--- config.mk ---
export PLATFORM = sky130hd
export DESIGN_NAME = window_sum
export DESIGN_NICKNAME = d
export VERILOG_FILES = /design/src/rtl/window_pkg.sv /design/src/rtl/window_shift.sv /design/src/rtl/window_sum.sv
export SDC_FILE = /design/constraint.sdc
export NUM_CORES = 1
export LEC_CHECK = 0
export BUFFER_PORTS_ARGS = -buffer_cell sky130_fd_sc_hd__buf_2
export CAP_MARGIN = 5
export CORE_MARGIN = 2
export CORE_UTILIZATION = 50
export DETAILED_ROUTE_END_ITERATION = 10
export PLACE_DENSITY = 0.71
export SLEW_MARGIN = 20
export SYNTH_ARGS = -nofsm -noshare
export SYNTH_HDL_FRONTEND = slang
export SYNTH_HIERARCHICAL = 1
export SYNTH_SLANG_ARGS = --single-unit
--- constraint.sdc ---
create_clock -name clk -period 2.5 [get_ports clk]
set_input_delay 0.125 -clock clk [delete_from_list [all_inputs] [get_ports clk]]
set_output_delay 0.125 -clock clk [all_outputs]
set_load 0.1 [all_outputs]
--- src/rtl/window_pkg.sv ---
// Shared sizing helpers and types for the sliding-window accumulator.
package window_pkg;

    // Sum width that holds DEPTH samples of WIDTH bits with one spare bit
    function automatic int sum_width(input int width, input int depth);
        return width + $clog2(depth) + 1;
    endfunction

    // Fill counter width that can represent 0..DEPTH inclusive
    function automatic int fill_width(input int depth);
        return $clog2(depth) + 1;
    endfunction

    localparam int DEFAULT_WIDTH = 4;
    localparam int DEFAULT_DEPTH = 4;
    localparam int DEFAULT_FILL_W = fill_width(DEFAULT_DEPTH);
    localparam int DEFAULT_SUM_W = sum_width(DEFAULT_WIDTH, DEFAULT_DEPTH);

    typedef logic [DEFAULT_FILL_W-1:0] fill_t;

endpackage

--- src/rtl/window_shift.sv ---
// DEPTH-slot sample shift register with enable and synchronous flush.
// The oldest slot is exposed combinationally so the accumulator can retire it.
module window_shift
    import window_pkg::*;
#(
    parameter int WIDTH = 4,
    parameter int DEPTH = 4
) (
    input  logic             clk,
    input  logic             rst,
    input  logic             shift_en,
    input  logic             flush,
    input  logic [WIDTH-1:0] din,
    output logic [WIDTH-1:0] oldest
);

    logic [WIDTH-1:0] slots [DEPTH];

    // Flush zeroes every slot; a simultaneous shift lands din in the newest slot
    always_ff @(posedge clk or negedge rst) begin
        if (!rst) begin
            for (int i = 0; i < DEPTH; i++) begin
                slots[i] <= '0;
            end
        end else if (flush) begin
            for (int i = 1; i < DEPTH; i++) begin
                slots[i] <= '0;
            end
            slots[0] <= shift_en ? din : '0;
        end else if (shift_en) begin
            for (int i = 1; i < DEPTH; i++) begin
                slots[i] <= slots[i-1];
            end
            slots[0] <= din;
        end
    end

    assign oldest = slots[DEPTH-1];

endmodule

--- src/rtl/window_sum.sv ---
// Sliding-window accumulator: registered sum of the last DEPTH accepted
// samples, a saturating fill count and a window-full flag.
module window_sum
    import window_pkg::*;
#(
    parameter int WIDTH = 4,
    parameter int DEPTH = 4,
    parameter int SUM_W = sum_width(WIDTH, DEPTH)
) (
    input  logic                         clk,
    input  logic                         rst,
    input  logic                         in_valid,
    input  logic [WIDTH-1:0]             a,
    input  logic                         clear,
    output logic [SUM_W-1:0]             sum,
    output logic                         sum_valid,
    output logic [fill_width(DEPTH)-1:0] fill
);

    localparam int FILL_W = fill_width(DEPTH);
    localparam logic [FILL_W-1:0] FILL_FULL = FILL_W'(DEPTH);
    localparam logic [FILL_W-1:0] FILL_ONE = FILL_W'(1);

    logic             accept;
    logic [WIDTH-1:0] oldest;
    logic [SUM_W-1:0] sum_next;
    logic [FILL_W-1:0] fill_next;
    logic             valid_next;

    assign accept = in_valid && !clear;

    window_shift #(
        .WIDTH (WIDTH),
        .DEPTH (DEPTH)
    ) u_shift (
        .clk      (clk),
        .rst      (rst),
        .shift_en (in_valid),
        .flush    (clear),
        .din      (a),
        .oldest   (oldest)
    );

    // Next-state: clear beats accept; the retired oldest sample is always part of sum
    always_comb begin
        sum_next   = sum;
        fill_next  = fill;
        valid_next = sum_valid;
        if (clear) begin
            sum_next   = in_valid ? SUM_W'(a) : '0;
            fill_next  = in_valid ? FILL_ONE : '0;
            valid_next = 1'b0;
        end else if (accept) begin
            sum_next   = sum + SUM_W'(a) - SUM_W'(oldest);
            fill_next  = (fill == FILL_FULL) ? fill : fill + FILL_ONE;
            valid_next = (fill_next == FILL_FULL);
        end
    end

    // Accumulator, fill counter and full flag registered together
    always_ff @(posedge clk or negedge rst) begin
        if (!rst) begin
            sum       <= '0;
            fill      <= '0;
            sum_valid <= 1'b0;
        end else begin
            sum       <= sum_next;
            fill      <= fill_next;
            sum_valid <= valid_next;
        end
    end

endmodule
* Word level (Yosys, flattened, before mapping)
Cells that the tools add are included.
** Word-level totals
- Flip-flop bits (word level) :: 27
- Output and inout port bits :: 11
- Logic and storage cells :: 28
- Input bits :: 8
** Operators by class
- Multiplexer cells :: 12
- Add/sub/neg operators :: 3
- Reduce and logical (&&, ||, !) cells :: 4
- Equal/unequal tests :: 2
** Operators by type and width (count)
- $mux 16 :: 2
- $mux 7 :: 2
- $mux 3 :: 3
- $mux 4 :: 2
- $add 7x4->7 :: 1
- $sub 7x4->7 :: 1
- $eq 3x3->1 const B :: 2
- $reduce_bool 2->1 :: 2
- $add 3x1->3 const B :: 1
- $mux 1 :: 3
- $logic_and 1x1->1 :: 1
- $logic_not 1->1 :: 1

* Depth between registers and ports, before layout
- Depth after elaboration :: 5
- Depth in mapped cells :: 10
- Mapped depth without buffers :: 10

* Hierarchy
Netlist, hierarchy kept.
** By module, submodules not included
- window_sum :: area an instance 917.1 um^2, instances 1, sequential area each 275.3 um^2, cells each 105
- window_shift :: area an instance 675.6 um^2, instances 1, sequential area each 400.4 um^2, cells each 52

* Worst setup path before layout
No wires, ideal clock.
- Path type :: reg-to-reg
- Start point :: register sum[1]
- End point :: register sum[6]
- Data required time :: 2.372 ns
- Stages on the path, launching flop included :: 10
- Path buffers :: 0
- Slack :: -0.644 ns
- Library setup time :: 0.128 ns
- Clock period less this slack :: 3.144 ns
- Data arrival time :: 3.016 ns
- Path through :: dfrtp_1 > inv_1 > fa_1 > inv_1 > fa_1 > a21oi_2 > nor2b_1 > a31oi_1 > mux2i_1 > mux2_1
** On the way
- Longest elaborated chain between the ends :: 4
** RTL lines
- start, declared :: RTL line window_sum.sv:15 : output logic [SUM_W-1:0] sum,
- start signal, assigned :: RTL line window_sum.sv:67 : sum <= sum_next;
- $add 7x4->7 :: RTL line window_sum.sv:54 : sum_next = sum + SUM_W'(a) - SUM_W'(oldest);
- $sub 7x4->7 :: RTL line window_sum.sv:54
- $mux 7 :: RTL line window_sum.sv:53 : end else if (accept) begin
- $mux 7 :: RTL line window_sum.sv:49 : if (clear) begin
No other way between the ends. The select of a mux whose other input is x is not followed.
A chain may end at the register's enable or synchronous reset.

* Worst setup path after layout
Same ends and word-level chain as after synthesis.

==> metrics.md <==
| Metric | Value |
|---|---|
| Status | `complete, no violations` |
| First-pass GRT wire length | `4650 µm` |
| Yosys top cell area share | `42.4%` |
| Sequential area share after synthesis | `42.4%` |
| Final worst slack | `0.0925 ns` |
| Max incr delay on CP | `0.49 ns` |
| Top FF cell, synth | `dfrtp_1` |
| Most common cell in the netlist | `dfrtp_1` |
| Clk buf depth | `2` |
| Chip height | `60.4 µm` |
| Clk Latency, worst-skew pair | `0.33 ns` |
| Design area | `1730 µm²` |
| Commonest cells post-synth | `27 x dfrtp_1, 19 x inv_1, 16 x mux2i_1, 16 x nor2_1` |
| Reg-to-reg endpoint | `sum[6]$_DFFE_PN0P_` |
| Fmax | `415 MHz` |
| Tmin final | `2.41 ns` |
| Max_cap viols | `0` |
| Pwr dens | `833 nW/µm²` |
| Post-detail-place hpwl | `1950 µm` |
| GRT Resource Usage Total | `16.9%` |
| CP Launch Type | `register` |
| Pre-CTS setup slack | `0.108 ns` |
| Initial Utilization | `52.2%` |
| Final cell count without fillers | `214` |
| Hold_sp | `a[2]` |
| Chip width | `60.4 µm` |
| Fin crit share | `96.3%` |
| Max-slew violation count | `0` |
| Reg area | `691 µm²` |
| DRC | `0` |
| Max_slew headroom | `46.7%` |
| Overflow left after global routing | `0` |
| DP Area | `1690 µm²` |
| Worst Path Buf+Inv | `2` |
| Die area | `3650 µm²` |
| Syn Nets | `178` |
| Power, Total | `1.44 mW` |
| FILL cells | `292` |
| Drt total wl | `2710 µm` |
| Row count | `20` |
| Post-CTS sizing | `0` |
| Number of diodes | `0` |
| Fin util | `56.7%` |
| Synth warn | `6` |
| Setup-failing EPs final | `0` |
| Syn_area_per_cell | `10.1 µm²` |
| Clk sinks | `27` |
| H-tree levels | `1` |
| Worst-margin pin slew | `0.799 ns` |
| Hold Path Class | `in -> reg` |
| R2R Setup Slk | `0.09 ns` |
| Worst EP required | `2.73 ns` |
| Reg2reg start | `sum[1]$_DFFE_PN0P_` |
| Synth Register Bits | `27` |
| TritonCTS Buffers | `3` |
| Arr. time, crit path | `2.64 ns` |
| Count of unique library cells instantiated by Yosys | `34` |
| Mapped Cells | `157` |
| R2r worst-path depth | `9` |
| Vias in the first global route | `1052` |
| Synth area leaders | `dfrtp_1 42%, mux2i_1 10%, ha_1 7.1%` |
| Peak VDD IR | `311 µV` |
| Yosys top cell by area | `dfrtp_1` |
| Most frequent CP cell | `inv_2` |
| Kind of cell adding the most delay to the critical path | `adder cells` |
| CP Capture Type | `register` |
| WS Path Type | `reg -> reg` |
| P_leak | `0.867 nW` |
| NumNets Final | `192` |
| RD Place Congestion | `0.755` |
| CTS root buffer | `clkbuf_4` |
| TritonRoute pass-1 iters | `4` |
| Area grow syn2layout | `8.72%` |
| Hold Path End | `u_shift/slots[14]$_DFFE_PN0P_` |
| I/O pin count | `19` |
| Critical Path Slowest Stage Cell | `fa_1` |
| Share of cells above drive strength 1 | `22.4%` |
| Setup TNS | `0 ns` |
| Drt wl/cell | `12.7 µm` |
| CP cell instances | `inv_2 > fa_1 > inv_2 > fa_2 > a21oi_2 > nor2b_1 > a31oi_1 > mux2i_1 > mux2_1` |
| Buffers on Ports | `18` |
| Vias | `1101` |
| CTS tree | `done` |
| Hold WS | `0.0600 ns` |
| Reg clk slew, reported paths | `0.15 ns` |
| EDFF count, synth | `0` |
| RSZ-0062 raised after global routing | `no` |
| Placed instance count | `208` |
| Post-route ant nets | `0` |
| Initial DRC Count | `65` |
| Largest net degree at the start of global routing | `40` |
| Final-report hold violation count | `0` |
| Initial antenna violation count | `0` |
| Crit path max fanout | `3` |
| Core area | `3050 µm²` |
| Via density per instance | `5.14` |
| Multi-input logic area | `779 µm²` |
| Clock skew | `0.00215 ns` |
| Ys async rst share | `100%` |
| Worst hold path cell count | `2` |
| Synthesized cell area | `1590 µm²` |
-- layout by cell type, fill, tap and decap left out, drive strengths merged, types with 3 or more instances in the layout --
cell / n
nor2b: 4
mux2i: 16
nand3: 5
a22o: 4
fa: 4
dfrtp: 27
buf: 19
nor2: 16
ha: 9
a21oi: 6
o21ai: 9
inv: 19
nand2: 7
clkbuf: 3
nand2b: 3
xnor2: 3
-- per-layer routing --
metal / share of wire [%] / global-route usage (%) / vias to the layer above
li1: - / - / 541
met1: 48 / 22.4 / 539
met2: 47 / 28.1 / 16
met3: 3.5 / 2.56 / 5
met4: 1.6 / 6.52 / 0
met5: 0 / 0 / -
-- kinds of logic after synthesis --
group	after synthesis	synth area share, %
AO/OA/AOI/OAI	26	10.8
XOR/XNOR	4	2.20
adder cells (fa/ha/maj)	13	12.1
buffers and inverters	30	9.74
flip-flops	27	42.4
multiplexers	17	10.8
AND/OR/NAND/NOR	40	12.0
-- area by class of cell --
| class | count | area share (%) |
|---|---|---|
| Multi-Input combinational cell | 100 | 45.0 |
| Timing Repair Buffer | 20 | 6.21 |
| Sequential cell | 27 | 39.9 |
| Tap cell | 44 | 3.18 |
| Clock buffer | 3 | 1.30 |
| Clock inverter | 1 | 0.289 |
| Inverter | 19 | 4.12 |
-- registers in the layout (all words and copies together), names as in the netlist --
register        flops
u_shift/slots      12
sum                 7
fill                3
sum_valid           1
u_shift/oldest      4
-- repair_timing --
action / in CTS / in global routing
hold buffers: 1 / 0
endpoints found under the setup margin: 0 / 1
setup buffers: 0 / 1
endpoints found under the hold margin: 27 / 0
-- worst register-to-register path, cell delays in order, from the launching register on --
cell and delay, ns:
dfrtp_4 0.45, inv_2 0.04, fa_1 0.49, inv_2 0.05, fa_2 0.36, a21oi_2 0.13, nor2b_1 0.07, a31oi_1 0.17
mux2i_1 0.22, mux2_1 0.34
-- worst max path at each step --
stage | from | to | slack, ns | depth (start not counted)
3_5_place_dp | sum[1]$_DFFE_PN0P_ | sum[6]$_DFFE_PN0P_ | 0.11 | 9
3_3_place_gp | sum[1]$_DFFE_PN0P_ | sum[6]$_DFFE_PN0P_ | 0.17 | 9
6_report | sum[1]$_DFFE_PN0P_ | sum[6]$_DFFE_PN0P_ | 0.09 | 9
2_1_floorplan | sum[1]$_DFFE_PN0P_ | sum[6]$_DFFE_PN0P_ | -0.01 | 9
5_1_grt | sum[0]$_DFFE_PN0P_ | sum[6]$_DFFE_PN0P_ | 0.009 | 10
4_1_cts | sum[0]$_DFFE_PN0P_ | sum[6]$_DFFE_PN0P_ | 0.08 | 10
-- power by group --
group	internal, mW	leakage, nW	switching [mW]
sequential	0.490	0.354	0.0360
combinational	0.228	0.495	0.493
clock	0.0602	0.0177	0.135
Note: power is estimated with default switching activity, not from simulation.
